==> src/rtl/uart_pkg.sv <==
// Shared UART types and default framing constants (baud gen, tx, rx).
package uart_pkg;

  typedef enum logic [2:0] {
    IDLE,
    START,
    DATA,
    PARITY,
    STOP
  } tx_state_e;

  localparam int UART_OVERSAMPLE = 16;
  localparam int UART_DATA_WIDTH = 8;

endpackage

==> src/rtl/uart_tx.sv <==
// UART serializer: start, LSB-first data, optional parity, stop bits, paced by tick_i.
// Parity bit present only when UART_TX_PARITY_EN is defined.
module uart_tx
  import uart_pkg::*;
#(
  parameter int DATA_WIDTH = UART_DATA_WIDTH,
  parameter int OVERSAMPLE = UART_OVERSAMPLE,
  parameter int STOP_BITS  = 1
) (
  input  logic                  clk,
  input  logic                  rst_n,
  input  logic                  tick_i,
  input  logic [DATA_WIDTH-1:0] tx_data,
  input  logic                  tx_valid,
  output logic                  tx_ready,
  input  logic                  cfg_par_odd,
  output logic                  tx_o,
  output logic                  tx_busy,
  output logic                  tx_done
);

  localparam int TW = $clog2(OVERSAMPLE);
  localparam int BW = $clog2(DATA_WIDTH + 1);

  localparam logic [TW-1:0] TICK_LAST = TW'(OVERSAMPLE - 1);
  localparam logic [TW-1:0] TICK_ONE  = TW'(1);
  localparam logic [BW-1:0] DATA_LAST = BW'(DATA_WIDTH - 1);
  localparam logic [BW-1:0] STOP_LAST = BW'(STOP_BITS - 1);
  localparam logic [BW-1:0] BIT_ONE   = BW'(1);

  tx_state_e             state_q;
  logic [TW-1:0]         tick_cnt_q;
  logic [BW-1:0]         bit_cnt_q;
  logic [DATA_WIDTH-1:0] shift_q;
  logic                  tx_q;
  logic                  bit_end;

`ifdef UART_TX_PARITY_EN
  logic                  par_q;
`else
  logic                  unused_cfg_par_odd;
  assign unused_cfg_par_odd = cfg_par_odd;
`endif

  assign bit_end  = tick_i && (tick_cnt_q == TICK_LAST);
  assign tx_ready = (state_q == IDLE);
  assign tx_busy  = !tx_ready;
  assign tx_o     = tx_q;
  // Flagged during the cycle whose edge ends the last stop bit, so the
  // pulse precedes tx_ready by exactly one cycle.
  assign tx_done  = (state_q == STOP) && bit_end && (bit_cnt_q == STOP_LAST);

  always_ff @(posedge clk or negedge rst_n) begin
    if (!rst_n) begin
      state_q    <= IDLE;
      tick_cnt_q <= '0;
      bit_cnt_q  <= '0;
      shift_q    <= '0;
      tx_q       <= 1'b1;
`ifdef UART_TX_PARITY_EN
      par_q      <= 1'b0;
`endif
    end else if (state_q == IDLE) begin
      if (tx_valid) begin
        shift_q    <= tx_data;
        state_q    <= START;
        tx_q       <= 1'b0;
        tick_cnt_q <= '0;
        bit_cnt_q  <= '0;
`ifdef UART_TX_PARITY_EN
        par_q      <= ^tx_data ^ cfg_par_odd;
`endif
      end
    end else if (tick_i) begin
      if (tick_cnt_q != TICK_LAST) begin
        tick_cnt_q <= tick_cnt_q + TICK_ONE;
      end else begin
        tick_cnt_q <= '0;
        case (state_q)
          START: begin
            state_q   <= DATA;
            tx_q      <= shift_q[0];
            shift_q   <= shift_q >> 1;
            bit_cnt_q <= '0;
          end
          DATA: begin
            if (bit_cnt_q == DATA_LAST) begin
              bit_cnt_q <= '0;
`ifdef UART_TX_PARITY_EN
              state_q   <= PARITY;
              tx_q      <= par_q;
`else
              state_q   <= STOP;
              tx_q      <= 1'b1;
`endif
            end else begin
              bit_cnt_q <= bit_cnt_q + BIT_ONE;
              tx_q      <= shift_q[0];
              shift_q   <= shift_q >> 1;
            end
          end
          PARITY: begin
            state_q   <= STOP;
            tx_q      <= 1'b1;
            bit_cnt_q <= '0;
          end
          STOP: begin
            if (bit_cnt_q == STOP_LAST) begin
              state_q   <= IDLE;
              bit_cnt_q <= '0;
            end else begin
              bit_cnt_q <= bit_cnt_q + BIT_ONE;
            end
          end
          default: begin
            state_q <= IDLE;
            tx_q    <= 1'b1;
          end
        endcase
      end
    end
  end

endmodule
==> config.mk <==
export PLATFORM = sky130hd
export DESIGN_NAME = uart_tx
export DESIGN_NICKNAME = d
export VERILOG_FILES = /design/src/rtl/uart_pkg.sv /design/src/rtl/uart_tx.sv
export SDC_FILE = /design/constraint.sdc
export NUM_CORES = 1
export LEC_CHECK = 0
export CORE_MARGIN = 2
export CORE_UTILIZATION = 53
export DETAILED_ROUTE_END_ITERATION = 8
export GPL_ROUTABILITY_DRIVEN = 0
export GPL_TIMING_DRIVEN = 0
export PLACE_DENSITY = 0.8
export SLEW_MARGIN = 15
export SYNTH_ARGS = -nofsm -noshare
export SYNTH_HDL_FRONTEND = slang
export SYNTH_SLANG_ARGS = --single-unit
==> constraint.sdc <==
create_clock -name clk -period 2.1 [get_ports clk]
set_input_delay 0.42 -clock clk [delete_from_list [all_inputs] [get_ports clk]]
set_output_delay 0.42 -clock clk [all_outputs]
set_load 0.05 [all_outputs]
# After elaboration in Yosys (flattened, before gate mapping)
# Index checks and enable logic that the tools add are counted.
# classes
n_mux	29
addsub	2
reduce_logical	15
eq_ne	13
# op_table
op	count
2-to-1 mux 8 bit	5
2-to-1 mux 4 bit	9
2-to-1 mux 3 bit	6
case mux 8 bit (2 select lines)	1
case mux 3 bit (4 select lines)	1
case mux 4 bit (3 select lines)	1
AND reduction 5 bit	2
adder 4 x 1 -> 4 bit, second input constant	2
AND reduction 4 bit	2
equality test 3 x 2 -> 1 bit, second input constant	2
inequality test 2 bit, second input constant	3
inequality test 3 bit, second input constant	2
2-to-1 mux 1 bit	5
equality test 4 x 3 -> 1 bit, second input constant	1
equality test 4 bit, second input constant	1
zero test 4 bit	1
inequality test 4 bit, second input constant	1
nonzero test 4 bit	1
equality test 3 x 1 -> 1 bit, second input constant	1
equality test 3 bit, second input constant	1
logical AND 1 bit	3
zero test 3 bit	1
inequality test 3 x 2 -> 1 bit, second input constant	1
case mux 1 bit (3 select lines)	1
5 further kinds	5
# word_totals
out_inout_bits	4
ff_bits	20
word_cells	64
in_bits	13

# Logic depth before layout (Yosys ltp)
# depth
word_depth	6
depth_mapped	7
ltp_nobuf	6

# Least setup slack after synthesis
# No wires, ideal clock.
# synth_path
kind	register to output
startpoint	reg tick_cnt_q[0]
endpoint	out tx_done
slack_ns	0.071
required_time_ns	1.680
arrival_ns	1.609
path_stages_with_launch	5
n_path_buf	0
cell_sequence	dfrtp_1 -> ha_1 -> and4_1 -> nand3_1 -> nor2_1
# synth_via
elab_chain_cells	4
# synth_lines
element	line	source
start, declared	uart_tx.sv:32	logic [TW-1:0] tick_cnt_q;
start signal, assigned	uart_tx.sv:76	tick_cnt_q <= tick_cnt_q + TICK_ONE;
equality test 4 bit	uart_tx.sv:45	assign bit_end = tick_i && (tick_cnt_q == TICK_LAST);
logical AND 1 bit	uart_tx.sv:45	
logical AND 1 bit (2 in a row)	uart_tx.sv:51	assign tx_done = (state_q == STOP) && bit_end && (bit_cnt_q == STOP_LAST);
end, declared	uart_tx.sv:19	output logic tx_done
# Every way passes these cells.

# Worst setup path in the final report
# layout_path
startpoint	reg state_q[0]
endpoint	out tx_busy
# layout_via
elab_chain_cells	2
# layout_lines
element	line	source
start, declared	uart_tx.sv:31	tx_state_e state_q;
start signal, assigned	uart_tx.sv:55	state_q <= IDLE;
start signal, assigned	uart_tx.sv:66	state_q <= START;
start signal, assigned	uart_tx.sv:81	state_q <= DATA;
zero test 3 bit	uart_tx.sv:46	assign tx_ready = (state_q == IDLE);
zero test 1 bit	uart_tx.sv:47	assign tx_busy = !tx_ready;
end, declared	uart_tx.sv:18	output logic tx_busy,
# Every way passes these cells.

==> run_results.csv <==
group,metric,value,unit
global_routing,grt_max_degree,21,
synthesis,synth_edf_count,0,
setup_path,critPathRequiredTime,1680,ps
worst_hold_path,hp-class,"reg -> reg",
synthesis,ys_seq_elements,20,
route,dr_wl_met2,1.08,mm
synthesis,synth_xor_area_frac,0,
synthesis,synth_cell_types,36,
power_and_ir_drop,p_leak,0.637,nW
global_routing,antenna_found_initial,0,
timing,hold_viol_final,0,
synthesis,synth-simple-area-share,0.262,
route,wl_met3,82,um
route,ant_nets,0,
route,wl,2.23,mm
timing,maxSlewViolCount,0,
synthesis,yosysWarnings,0,
timing,period_needed,2040,ps
route,top_layer_used,"met4",
synthesis,synth_compound_area_frac,0.206,
setup_path,critPathMaxFanout,10,
timing,skew,5.50,ps
route,wl_per_cell,12.4,um
die,core,0.00200,sq mm
setup_path,ff2ff_path_depth,7,
power_and_ir_drop,power,1.39,mW
place,placed_area,0.00134,sq mm
route,viasPerCell,5.51,
place,dpl_worst_slack,-681,ps
final_layout,drive_gt1_frac,0.164,
global_routing,grt_pass1_wl,4.15,mm
route,wl_met1,1.06,mm
timing,tns,0,ps
route,drtPass1Iterations,4,
final_layout,area_delta_synth_final,20.0,%
die,rows,16,
setup_path,crit_path_start_kind,"flop",
route,drc,0,
die,initial_core_util,0.576,
clocking,clock_path_buffers,2,
die,die-area,0.00256,sq mm
synthesis,synthAdderAreaFrac,0.0326,
die,die_w,50.6,um
synthesis,synth_top_family_by_area,"simple AND/OR/NAND/NOR gates",
die,ios,17,
timing,timing.slew.headroom,0.397,
synthesis,ys.flop_type,"dfrtp_1",
outcome,status,"finished clean",
route,drt_iter0_markers,17,
timing,fin_crit_sh,0.969,
final_layout,nets,169,
timing,setup_viol,0,
clocking,cts_max_level,1,
route,dr_total_vias,987,
place,port_buffers,15,
setup_path,cp-end-kind,"output pin",
setup_path,worstSetupStartpoint,"state_q[0]",
clocking,clk_pin_slew,120,ps
power_and_ir_drop,peakVddDrop,0.649,mV
global_routing,grt_pass1_vias,1009,
synthesis,syn_nets,150,
clocking,clock_latency,300,ps
clocking,root_buffer,"clkbuf_4",
place,place_hpwl,1.65,mm
synthesis,seq_area_frac_synth,0.435,
clocking,clkSinkCount,20,
setup_path,worstSetupPathType,"reg -> out",
setup_path,timing.rr.end,"shift_q[3]",
clocking,cts_made_buffers,3,
global_routing,grt_overflow_total,0,
setup_path,cp.arrival,1620,ps
timing,setup_slack,64.7,ps
clocking,cts_hold_buf,0,
timing,rsz0062_at_grt,"false",
power_and_ir_drop,powerDensity,1010,mW/mm^2
timing,max_freq,0.491,GHz
synthesis,ys_async_sr_fraction,1.00,
setup_path,cp-endpoint,"tx_busy",
synthesis,synthCells,134,
flow_run,cap_violations,0,
die,die_h,50.6,um
clocking,cts_tree,"done",
synthesis,synthMuxAreaShare,0.0185,
timing,max_slew.worst_pin.slew,902,ps
synthesis,avgSynthCellArea,8.60,sq um
setup_path,rr_startpoint,"tick_cnt_q[0]",
setup_path,ff2ff_setup_slack,430,ps
final_layout,antenna_cells,0,
synthesis,synth_area,0.00115,sq mm
final_layout,fin_area,0.00138,sq mm
global_routing,grt_usage,0.208,
## registers in the layout, indices dropped and copies added, names as in the netlist
name,flops
shift_q,8
bit_cnt_q,4
tick_cnt_q,4
state_q,3
tx_o,1
## area by class of cell
type	instances	area [sq um]
fillers	164	619
multi-input cells	104	613
well taps	27	33.8
inverters	5	18.8
flip-flops and latches	20	503
repair buffers	15	149
clock buffers	4	36.3
plain buffers	4	28.8
## synth_stat cells (all sizes together), types with 2 or more instances
master | count | share of area
nand2 | 28 | 0.091
nand2b | 2 | 0.011
o21ai | 12 | 0.055
a21oi | 5 | 0.022
a22o | 2 | 0.015
ha | 3 | 0.033
inv | 5 | 0.016
buf | 5 | 0.029
o21bai | 2 | 0.013
dfrtp | 19 | 0.41
a31oi | 7 | 0.049
a21o | 2 | 0.014
nor2 | 21 | 0.068
nand3 | 6 | 0.026
## cell families (layout without fill, tap and decap cells)
kind of cell,after synthesis,count (layout)
mux,2,2
flops,20,20
buf+inv,10,28
simple gates,64,64
compound gates,35,35
fa+ha+maj,3,3
## metal layers
| layer | global-route usage | up-vias |
|---|---|---|
| met4 | 0.0676 | 0 |
| met5 | 0 | - |
| met2 | 0.349 | 21 |
| met1 | 0.271 | 464 |
| met3 | 0.0387 | 2 |
| li1 | - | 500 |
## worst min path at each step
stage,start,to,slack (ps),cells past startpoint
2_1_floorplan,rst_n,bit_cnt_q[0],120,0
3_3_place_gp,tick_cnt_q[0],tick_cnt_q[0],510,1
6_report,shift_q[7],shift_q[6],550,2
3_5_place_dp,tick_cnt_q[0],tick_cnt_q[0],520,1
5_1_grt,shift_q[1],shift_q[0],580,2
4_1_cts,tick_cnt_q[0],tick_cnt_q[0],540,1
## cells in the final DEF (no fill, tap or decap), drive strengths merged, types with 2 or more instances in the layout
cell type,Yosys,layout
buf,5,7
clkbuf,0,4
o21ai,12,12
a31oi,7,7
a21oi,5,5
nand3,6,6
inv,5,5
a22o,2,2
nand2b,2,2
a21o,2,2
clkdlybuf4s50,0,10
dfrtp,19,19
nand2,28,28
nor2,21,21
o21bai,2,2
ha,3,3
## power by group
part | internal [mW] | switching [mW]
Sequential | 0.527 | 0.122
Clock | 0.106 | 0.124
Combinational | 0.224 | 0.289
Total | 0.856 | 0.535
## per-stage QoR
stage	cells	util	hold WS, ps
5_1_grt	179	0.691	583
6_report	179	0.691	547
4_1_cts	180	0.684	542
3_5_place_dp	176	0.668	517
3_3_place_gp	176	0.668	507
2_1_floorplan	134	-	124
## critical path, cell delays in order (launching register included)
cell and delay (ps):
dfrtp_1 390, buf_4 170, or3_4 350, buf_2 190
buf_2 230
## repair_timing
item	4_1_cts	5_1_grt
resized for setup	21	5
gates cloned	0	0
buffers inserted	0	0
setup endpoints to repair	3	3
(Power assumes the default switching activity.)
